===== config.mk =====
export PLATFORM = sky130hd
export DESIGN_NAME = tdm_demux_16ch
export DESIGN_NICKNAME = d
export VERILOG_FILES = /design/src/rtl/tdm_demux_16ch.sv
export SDC_FILE = /design/constraint.sdc
export NUM_CORES = 1
export LEC_CHECK = 0
export BUFFER_PORTS_ARGS = -buffer_cell sky130_fd_sc_hd__buf_2
export CORE_MARGIN = 10
export CORE_UTILIZATION = 52
export CTS_CLUSTER_DIAMETER = 100
export DETAILED_ROUTE_END_ITERATION = 8
export MAX_ROUTING_LAYER = met4
export PLACE_DENSITY = 0.79
export SYNTH_ARGS = -nofsm -noshare
export SYNTH_HDL_FRONTEND = slang
export SYNTH_SLANG_ARGS = --single-unit

===== constraint.sdc =====
create_clock -name clk -period 4.8 [get_ports clk]
set_input_delay 0.96 -clock clk [delete_from_list [all_inputs] [get_ports clk]]
set_output_delay 0.96 -clock clk [all_outputs]
set_load 0.1 [all_outputs]

===== src/rtl/tdm_demux_16ch.sv =====
// Registered 1-to-16 time-division demultiplexer: frame-sequenced or
// address-selected routing of a shared word bus into 16 channel registers.
//
// state | meaning
// ------+---------------------------------------------
// IDLE  | waiting for a frame marker (or in address mode)
// RUN   | mid-frame, ch_idx holds the next channel
module tdm_demux_16ch #(
  parameter int DATA_W = 8
) (
  input  logic                  clk,
  input  logic                  rst_n,
  input  logic                  in_valid,
  input  logic [DATA_W-1:0]     in_data,
  input  logic                  frame_start,
  input  logic                  addr_mode,
  input  logic [3:0]            in_sel,
  output logic [16*DATA_W-1:0]  out_data,
  output logic [15:0]           out_valid,
  output logic [3:0]            ch_idx,
  output logic                  frame_done,
  output logic                  frame_err
);

  typedef enum logic [0:0] {
    IDLE = 1'b0,
    RUN  = 1'b1
  } state_t;

  state_t               state_q,      state_d;
  logic [3:0]           ch_idx_q,     ch_idx_d;
  logic [16*DATA_W-1:0] data_q,       data_d;
  logic [15:0]          out_valid_q,  out_valid_d;
  logic                 frame_done_q, frame_done_d;
  logic                 frame_err_q,  frame_err_d;

  logic                 wr_en;
  logic [3:0]           wr_ch;

  always_comb begin
    state_d      = state_q;
    ch_idx_d     = ch_idx_q;
    frame_done_d = 1'b0;
    frame_err_d  = 1'b0;
    wr_en        = 1'b0;
    wr_ch        = 4'd0;

    if (in_valid) begin
      if (addr_mode) begin
        wr_en    = 1'b1;
        wr_ch    = in_sel;
        state_d  = IDLE;
        ch_idx_d = 4'd0;
      end else if (frame_start) begin
        // A marker inside a running frame truncates it and restarts at channel 0.
        frame_err_d = (state_q == RUN);
        wr_en       = 1'b1;
        wr_ch       = 4'd0;
        ch_idx_d    = 4'd1;
        state_d     = RUN;
      end else if (state_q == IDLE) begin
        frame_err_d = 1'b1;
      end else begin
        wr_en = 1'b1;
        wr_ch = ch_idx_q;
        if (ch_idx_q == 4'd15) begin
          frame_done_d = 1'b1;
          ch_idx_d     = 4'd0;
          state_d      = IDLE;
        end else begin
          ch_idx_d = ch_idx_q + 4'd1;
        end
      end
    end

    data_d      = data_q;
    out_valid_d = 16'd0;
    if (wr_en) begin
      data_d[int'(wr_ch)*DATA_W +: DATA_W] = in_data;
      out_valid_d                          = 16'd1 << wr_ch;
    end
  end

  always_ff @(posedge clk) begin
    if (!rst_n) begin
      state_q      <= IDLE;
      ch_idx_q     <= 4'd0;
      data_q       <= '0;
      out_valid_q  <= 16'd0;
      frame_done_q <= 1'b0;
      frame_err_q  <= 1'b0;
    end else begin
      state_q      <= state_d;
      ch_idx_q     <= ch_idx_d;
      data_q       <= data_d;
      out_valid_q  <= out_valid_d;
      frame_done_q <= frame_done_d;
      frame_err_q  <= frame_err_d;
    end
  end

  assign out_data   = data_q;
  assign out_valid  = out_valid_q;
  assign ch_idx     = ch_idx_q;
  assign frame_done = frame_done_q;
  assign frame_err  = frame_err_q;

endmodule


# [After elaboration in Yosys (flattened, before gate mapping)]
# Index checks and enable logic that the tools add are counted.
[classes] n_addsub=2 n_eq_ne=1 shifts=3 n_mux=20 bitwise=3 n_reduce_logical=5
[ops] operator="128-bit bitwise mux" n=1
[ops] operator="8-bit by 33-bit variable shift with 128-bit output, first input constant" n=1
[ops] operator="8-bit by 33-bit indexed part select with 128-bit output" n=1
[ops] operator="7-bit negation with 33-bit output" n=1
[ops] operator="4-bit 2-to-1 mux" n=8
[ops] operator="1-bit by 4-bit << shifter with 16-bit output, first input constant" n=1
[ops] operator="1-bit 2-to-1 mux" n=11
[ops] operator="5-bit OR reduction" n=1
[ops] operator="4-bit by 1-bit adder with 4-bit output, second input constant" n=1
[ops] operator="4-bit equality test, second input constant" n=1
[ops] operator="2-bit AND reduction" n=2
[ops] operator="1-bit inverter" n=3
[ops] operator="3-bit nonzero test" n=1
[ops] operator="3-bit OR reduction" n=1
[totals] reg_bits=151 input_bits=17 out_inout_bits=150 wordCells=40

# [Logic depth before layout (Yosys ltp)]
# Gate-level depths: netlist of the first run.
[depth] word_depth=7 depth_mapped=13 mapped_depth_nobuf=11

# [Worst setup path after synthesis of the first run]
# Ideal clock, no wire load.
[synth_timing] path_type="reg-to-reg" from="register ch_idx_q[0], in the netlist ch_idx[0]" to="register data_q[72], in the netlist out_data[72]" arrival_time_ps=3968 slack_ps=711 path_stages_with_launch=13 n_path_buf=1 cell_sequence="dfxtp_1 nand4bb_1 nand2_4 nand2_1 inv_2 buf_2 nor3_1 ha_1 or3b_1 or3b_1 a311o_1 nand3_1 o21ai_1"
[synth_between] elab_chain_len=7 word_cells_on_any_way=8 classes_between="add/sub (1); shift (2); mux (5)"
[synth_lines] item="start: declaration" line="31" source="logic [3:0] ch_idx_q, ch_idx_d;"
[synth_lines] item="start signal: assignment" line="94" source="ch_idx_q <= ch_idx_d;"
[synth_lines] item="4-bit 2-to-1 mux (*)" line="61" source="end else if (state_q == IDLE) begin"
[synth_lines] item="4-bit 2-to-1 mux (*)" line="54" source="end else if (frame_start) begin"
[synth_lines] item="4-bit 2-to-1 mux (*)" line="49" source="if (addr_mode) begin"
[synth_lines] item="4-bit 2-to-1 mux (*)" line="48" source="if (in_valid) begin"
[synth_lines] item="7-bit negation with 33-bit output (*)" line="79" source="data_d[int'(wr_ch)*DATA_W +: DATA_W] = in_data;"
[synth_lines] item="8-bit by 33-bit indexed part select with 128-bit output / 8-bit by 33-bit variable shift with 128-bit output (equally long branches)" line="79"
[synth_lines] item="128-bit bitwise mux (*)" line="79"
[synth_lines] item="end signal: assignment" line="95" source="data_q <= data_d;"
[synth_lines] item="end: declaration" line="32" source="logic [16*DATA_W-1:0] data_q, data_d;"
# Mark *: on every way between the ends. The rest lies on a longest branch, timed or not.
# A chain may end at the register's enable or synchronous reset.

# [Worst setup path after layout of the first run]
[layout_timing] from="input addr_mode" to="register data_q[87], in the netlist out_data[87]"
[layout_between] elab_chain_len=5 word_cells_on_any_way=8 classes_between="add/sub (1); shift (2); mux (5)"
[layout_lines] item="start: declaration" line="16" source="input logic addr_mode,"
[layout_lines] item="4-bit 2-to-1 mux" line="49"
[layout_lines] item="4-bit 2-to-1 mux" line="48"
[layout_lines] item="7-bit negation with 33-bit output" line="79"
[layout_lines] item="8-bit by 33-bit indexed part select with 128-bit output / 8-bit by 33-bit variable shift with 128-bit output (equally long branches)" line="79"
[layout_lines] item="128-bit bitwise mux" line="79"
# Parallel ways exist; a longest one is shown, timed or not.

==> flow_summary.yaml, run 1 <==
worst_setup_path:
  path_max_fanout: 16
  critical_path_required_ns: 5.14
  worstPathArrival_ns: 4.42
  critPathKind: "primary input to flip-flop"
  cp-start-kind: "primary input"
  crit_path_end_kind: "flip-flop"
global_route:
  grtUsageTotal: 0.2066
  grt_pass1_wl_um: 26490
  first_global_vias: 5057
  grt_max_degree: 71
  antenna_found_initial: 0
  overflow: 0
floorplan:
  dieHeight_um: 128.1
  fp-row-count: 39
  start_util: 0.5321
  num_io_pins: 167
  chipWidth_um: 128.1
  dieArea_um2: 16410
  coreArea_um2: 11420
clock_network:
  htreeDepth: 4
  cts-resized-gates: 0
  clk_pin_slew_worst_paths_ns: 0.07
  clock_sinks: 151
  hold_buffers: 0
  cts_buffers: 17
  clock_path_buffers: 2
  cts_tree: "built"
  postCtsSetupRepairBufs: 0
  root_buffer: "clkbuf_16"
  clk_latency_ns: 0.42
cells_and_area:
  fin_nets: 793
  final_layout_size_suffix_gt1_frac: 0.2885
  syn_to_final_growth_pct: 24.61
  final_cell_area_um2: 7571
  antenna_cells: 0
place:
  finalWeightedCongestion: 0.8534
  dp_hpwl_um: 12510
  port_buffers: 166
  placed_area_um2: 7003
timing:
  whs_ns: 0.4559
  finalHoldViolCount: 0
  slew_viol_final: 0
  rsz0062_at_grt: "no"
  max_slew_margin: 0.4031
  fmax_ghz: 0.2450
  fin_tns_setup_ns: 0
  finalSetupViolations: 0
  final.min_clock_period_ns: 4.081
  tightest_slew_ns: 0.8886
  fin_worst_skew_ns: 0.008290
  period_share: 0.8503
logic_synthesis:
  synthArstFlopShare: 0
  synth_cell_types: 44
  yosysMostFrequentCell: "nand2_1"
  synth_top_flop_cell: "dfxtp_1"
  syn_nets: 632
  synth_seq_cells: 151
  netlist_top_cells_count: "nand2_1 (154), dfxtp_1 (151), mux2i_1 (120)"
  syn_avg_cell_area_um2: 10.03
  yosys.area.top_type_share: 0.4975
  yosysTopAreaCell: "dfxtp_1"
  ys_top_cells_by_area: "dfxtp_1 (50%), mux2i_1 (20%), nand2_1 (9.5%), nor4_4 (2.5%), nand3_1 (2.3%)"
  synth_cells: 606
  yosysSeqAreaShare: 0.4975
  syn_area_um2: 6076
  synth_edf_count: 0
  ys_warn_count: 0
run_status:
  status: "completed"
pwr:
  netSwitchingFraction: 0.2615
  leakagePower_nw: 3.084
  ir_drop_uv: 191.8
  seq_power_share: 0.466
  p_sw_mw: 0.7058
  power.internal_mw: 1.993
  fin_total_pwr_mw: 2.699
  p_per_area_nw_per_um2: 356.5
  pwr-share-clk: 0.476
  share_comb_of_total_power: 0.058
routing:
  dr_total_vias: 5032
  drt_iter0_markers: 286
  post-route-drc-count: 0
  wire_per_inst_um: 18.58
  dr.pass1.iters: 5
  via_per_inst: 5.452
  ant_nets: 0
  wl_um: 17150
job:
  maxCapViolations: 0
worst_hold_path:
  hold_class: "flip-flop to flip-flop"
state kept, by name, summed over array words and instances (netlist names):
signal,flops
frame_done,1
frame_err,1
state_q,1
out_valid,16
ch_idx,4
out_data,128
worst max-delay path, stage by stage:
cell and delay (ns):
buf_2 0.18, nor2b_1 0.17, a22oi_2 0.11, nor2b_1 0.41
inv_1 0.13, ha_1 0.31, ha_1 0.38, or3b_1 0.50
or3b_1 0.49, nor3_4 0.49, mux2i_1 0.27
final timing paths:
check	start	to	slack, ns	cells after the start
min	out_data[126]$_SDFFE_PN0P_	out_data[126]$_SDFFE_PN0P_	0.46	2
max reg2reg	state_q$_SDFFE_PN0P_	out_data[87]$_SDFFE_PN0P_	0.93	10
min reg2reg	out_data[126]$_SDFFE_PN0P_	out_data[126]$_SDFFE_PN0P_	0.46	2
max	addr_mode	out_data[87]$_SDFFE_PN0P_	0.72	11
layout by cell type, fill, tap and decap left out, drive strengths merged, types with 3 or more instances in the layout:
cell    netlist  final
nand2       155    155
nor2b        11     11
nor4          7      7
and3          3      3
dfxtp       151    151
a22oi         6      6
ha            9      9
inv           7     19
nor3          7      7
and2         15     15
nand3        29     29
clkbuf       20     18
mux2i       120    120
buf           9    171
nand4         8      8
a21oi         5      5
nor2         10     10
o21ai        13     13
a311o         3      3
power by group through the flow:
stage / registers (mW) / clock network (mW) / logic (mW)
final: 1.26 / 1.28 / 0.157
after CTS: 1.26 / 1.30 / 0.156
after floorplan: 1.31 / 0 / 0.0926
after global placement: 1.29 / 0 / 0.150
after detailed placement: 1.29 / 0 / 0.155
after global routing: 1.26 / 1.35 / 0.168
stage by stage:
step	std cells	utilization	worst slack, ns
3_5_place_dp	891	0.6133	0.3290
4_1_cts	923	0.6631	0.7488
6_report	923	0.6631	0.7187
3_3_place_gp	891	0.6133	0.5338
2_1_floorplan	606	-	0.7107
5_1_grt	923	0.6631	0.4839
cell type report:
cell class                 count  area, um^2
clock buffer                  18       439.2
clock inverter                14       128.9
fill                         900        3847
inverter                       7       26.28
multi-input combinational    419        2904
sequential                   151        3023
tap                          143       178.9
timing repair buffer         171       870.8
cell families (layout without fill, tap and decap cells):
group / count (synthesis) / after routing / share of synthesized area
flip-flops: 151 / 151 / 0.4975
adder cells (fa/ha/maj): 9 / 9 / 0.01853
AND/OR/NAND/NOR: 255 / 255 / 0.2214
AO/OA/AOI/OAI: 35 / 35 / 0.04036
multiplexers: 120 / 120 / 0.1977
buffers and inverters: 36 / 210 / 0.02450
metal layers:
| layer | global-route usage | vias to the layer above | wire, um |
|---|---|---|---|
| li1 | - | 2402 | - |
| met1 | 0.2401 | 2395 | 7257 |
| met2 | 0.3244 | 208 | 8109 |
| met3 | 0.08106 | 27 | 1500 |
| met4 | 0.05960 | 0 | 283 |
| met5 | - | - | 0 |
No activity file was read; power rests on OpenSTA's default activity.
==> run 2, diff against run 1 <==
Settings changed: PLACE_DENSITY 0.79 to 0.82.
==> run 2 against run 1 <==
Effect of this change:
- final area increased by 0.51%
- clock power rose by 7%
- clock-buffer cell count shrank 1
- sequential power about the same
- sequential share of layout area shrank 0.20 points
- critical path type unchanged
- final cell count unchanged
- critical path depth unchanged
- die area did not move
- global-route usage up 0.27 points
==> flow_summary.yaml, run 2 (synthesized netlist as in run 1, its figures left out) <==
run_status:
  status: "completed"
timing:
  max_slew_margin: 0.3237
  period_share: 0.8592
  fin_worst_skew_ns: 0.01043
  final.min_clock_period_ns: 4.124
  finalHoldViolCount: 0
  fmax_ghz: 0.2425
  tightest_slew_ns: 1.014
  rsz0062_at_grt: "no"
  fin_tns_setup_ns: 0
  slew_viol_final: 0
  finalSetupViolations: 0
  worst_slack_ns: 0.6757
clock_network:
  postCtsSetupRepairBufs: 0
  clock_path_buffers: 2
  clk_pin_slew_worst_paths_ns: 0.06
  htreeDepth: 4
  cts_buffers: 17
  cts-resized-gates: 0
  clock_sinks: 151
  clk_latency_ns: 0.42
  hold_buffers: 0
  root_buffer: "clkbuf_16"
  cts_tree: "built"
cells_and_area:
  final_common_cell: "buf_2"
  final_cell_mix: "buf_2 (165), nand2_1 (154), dfxtp_1 (151)"
  final_layout_size_suffix_gt1_frac: 0.2885
  syn_to_final_growth_pct: 25.25
  antenna_cells: 0
  largest_register_ffs: 128
  fin_nets: 793
  n_fill_cell: 894
routing:
  wire_per_inst_um: 18.75
  drt_iter0_markers: 313
  post-route-drc-count: 0
  via_per_inst: 5.445
  wl_um: 17310
  dr_total_vias: 5026
  ant_nets: 0
  dr.pass1.iters: 5
place:
  dp_hpwl_um: 12640
  finalWeightedCongestion: 0.8691
  port_buffers: 166
  dp_slack_ns: 0.2676
global_route:
  grt_max_degree: 108
  grtUsageTotal: 0.2093
  first_global_vias: 5120
  overflow: 0
  antenna_found_initial: 0
  grt_pass1_wl_um: 26730
worst_hold_path:
  hold_class: "flip-flop to flip-flop"
worst_setup_path:
  cp-start-kind: "primary input"
  crit_path_end_kind: "flip-flop"
  critical_path_required_ns: 5.14
  path_max_fanout: 16
  critPathKind: "primary input to flip-flop"
  worstPathArrival_ns: 4.47
floorplan:
  start_util: 0.5321
  chipWidth_um: 128.1
  fp-row-count: 39
  coreArea_um2: 11420
  num_io_pins: 167
  dieArea_um2: 16410
  dieHeight_um: 128.1
job:
  maxCapViolations: 0
pwr:
  leakagePower_nw: 3.098
  p_per_area_nw_per_um2: 366.1
  ir_drop_uv: 217.8
run 2: cell types whose count changed in the layout (fill, tap and decap cells not counted), sizes merged:
cell      delta
inv          -1
clkinv       -1
bufinv       +2
clkbuf       -1
clkinvlp     +1
run 2: power by group:
part           switching, mW  internal [mW]  total (mW)
Combinational          0.120         0.0357       0.156
Sequential           0.00285           1.26        1.26
Clock                  0.579          0.792        1.37
run 2: worst max-delay path: stages:
cell	delay, ns
buf_2	0.18
nor2b_1	0.17
a22oi_2	0.11
nor2b_1	0.45
inv_1	0.14
ha_1	0.32
ha_1	0.39
or3b_1	0.48
or3b_1	0.48
nor3_4	0.51
mux2i_1	0.26
run 2: per-layer routing:
layer	share of wire	wire [um]	up-vias	track usage
met2	0.48	8352	193	0.3316
li1	-	-	2401	-
met1	0.41	7137	2404	0.2393
met5	0	0	-	-
met3	0.088	1531	28	0.08189
met4	0.017	289	0	0.06424
run 2: stage by stage:
| stage | cells | instance area, um^2 | hold WS [ns] | power (mW) | util |
|---|---|---|---|---|---|
| floorplan | 606 | 6076 | 0.5998 | 1.404 | - |
| global placement | 891 | 7003 | 0.4398 | 1.437 | 0.6133 |
| detailed placement | 891 | 7003 | 0.4439 | 1.441 | 0.6133 |
| CTS | 923 | 7610 | 0.4555 | 2.801 | 0.6664 |
| global route | 923 | 7610 | 0.4713 | 2.860 | 0.6664 |
| finish | 923 | 7610 | 0.4570 | 2.786 | 0.6664 |
run 2: layout make-up:
cell class	instances	area, um^2	area share
Timing Repair Buffer	171	870.8	0.1144
Inverter	7	26.28	0.003453
Clock inverter	15	181.4	0.02384
Sequential cell	151	3023	0.3972
Clock buffer	17	425.4	0.05590
Multi-Input combinational cell	419	2904	0.3816
Tap cell	143	178.9	0.02351
run 2: final timing paths:
kind | from | end | slack (ns) | cells after the start
hold reg to reg | out_data[55]$_SDFFE_PN0P_ | out_data[55]$_SDFFE_PN0P_ | 0.46 | 2
hold / removal | out_data[55]$_SDFFE_PN0P_ | out_data[55]$_SDFFE_PN0P_ | 0.46 | 2
setup reg to reg | state_q$_SDFFE_PN0P_ | out_data[86]$_SDFFE_PN0P_ | 0.87 | 10
setup / recovery | addr_mode | out_data[86]$_SDFFE_PN0P_ | 0.68 | 11
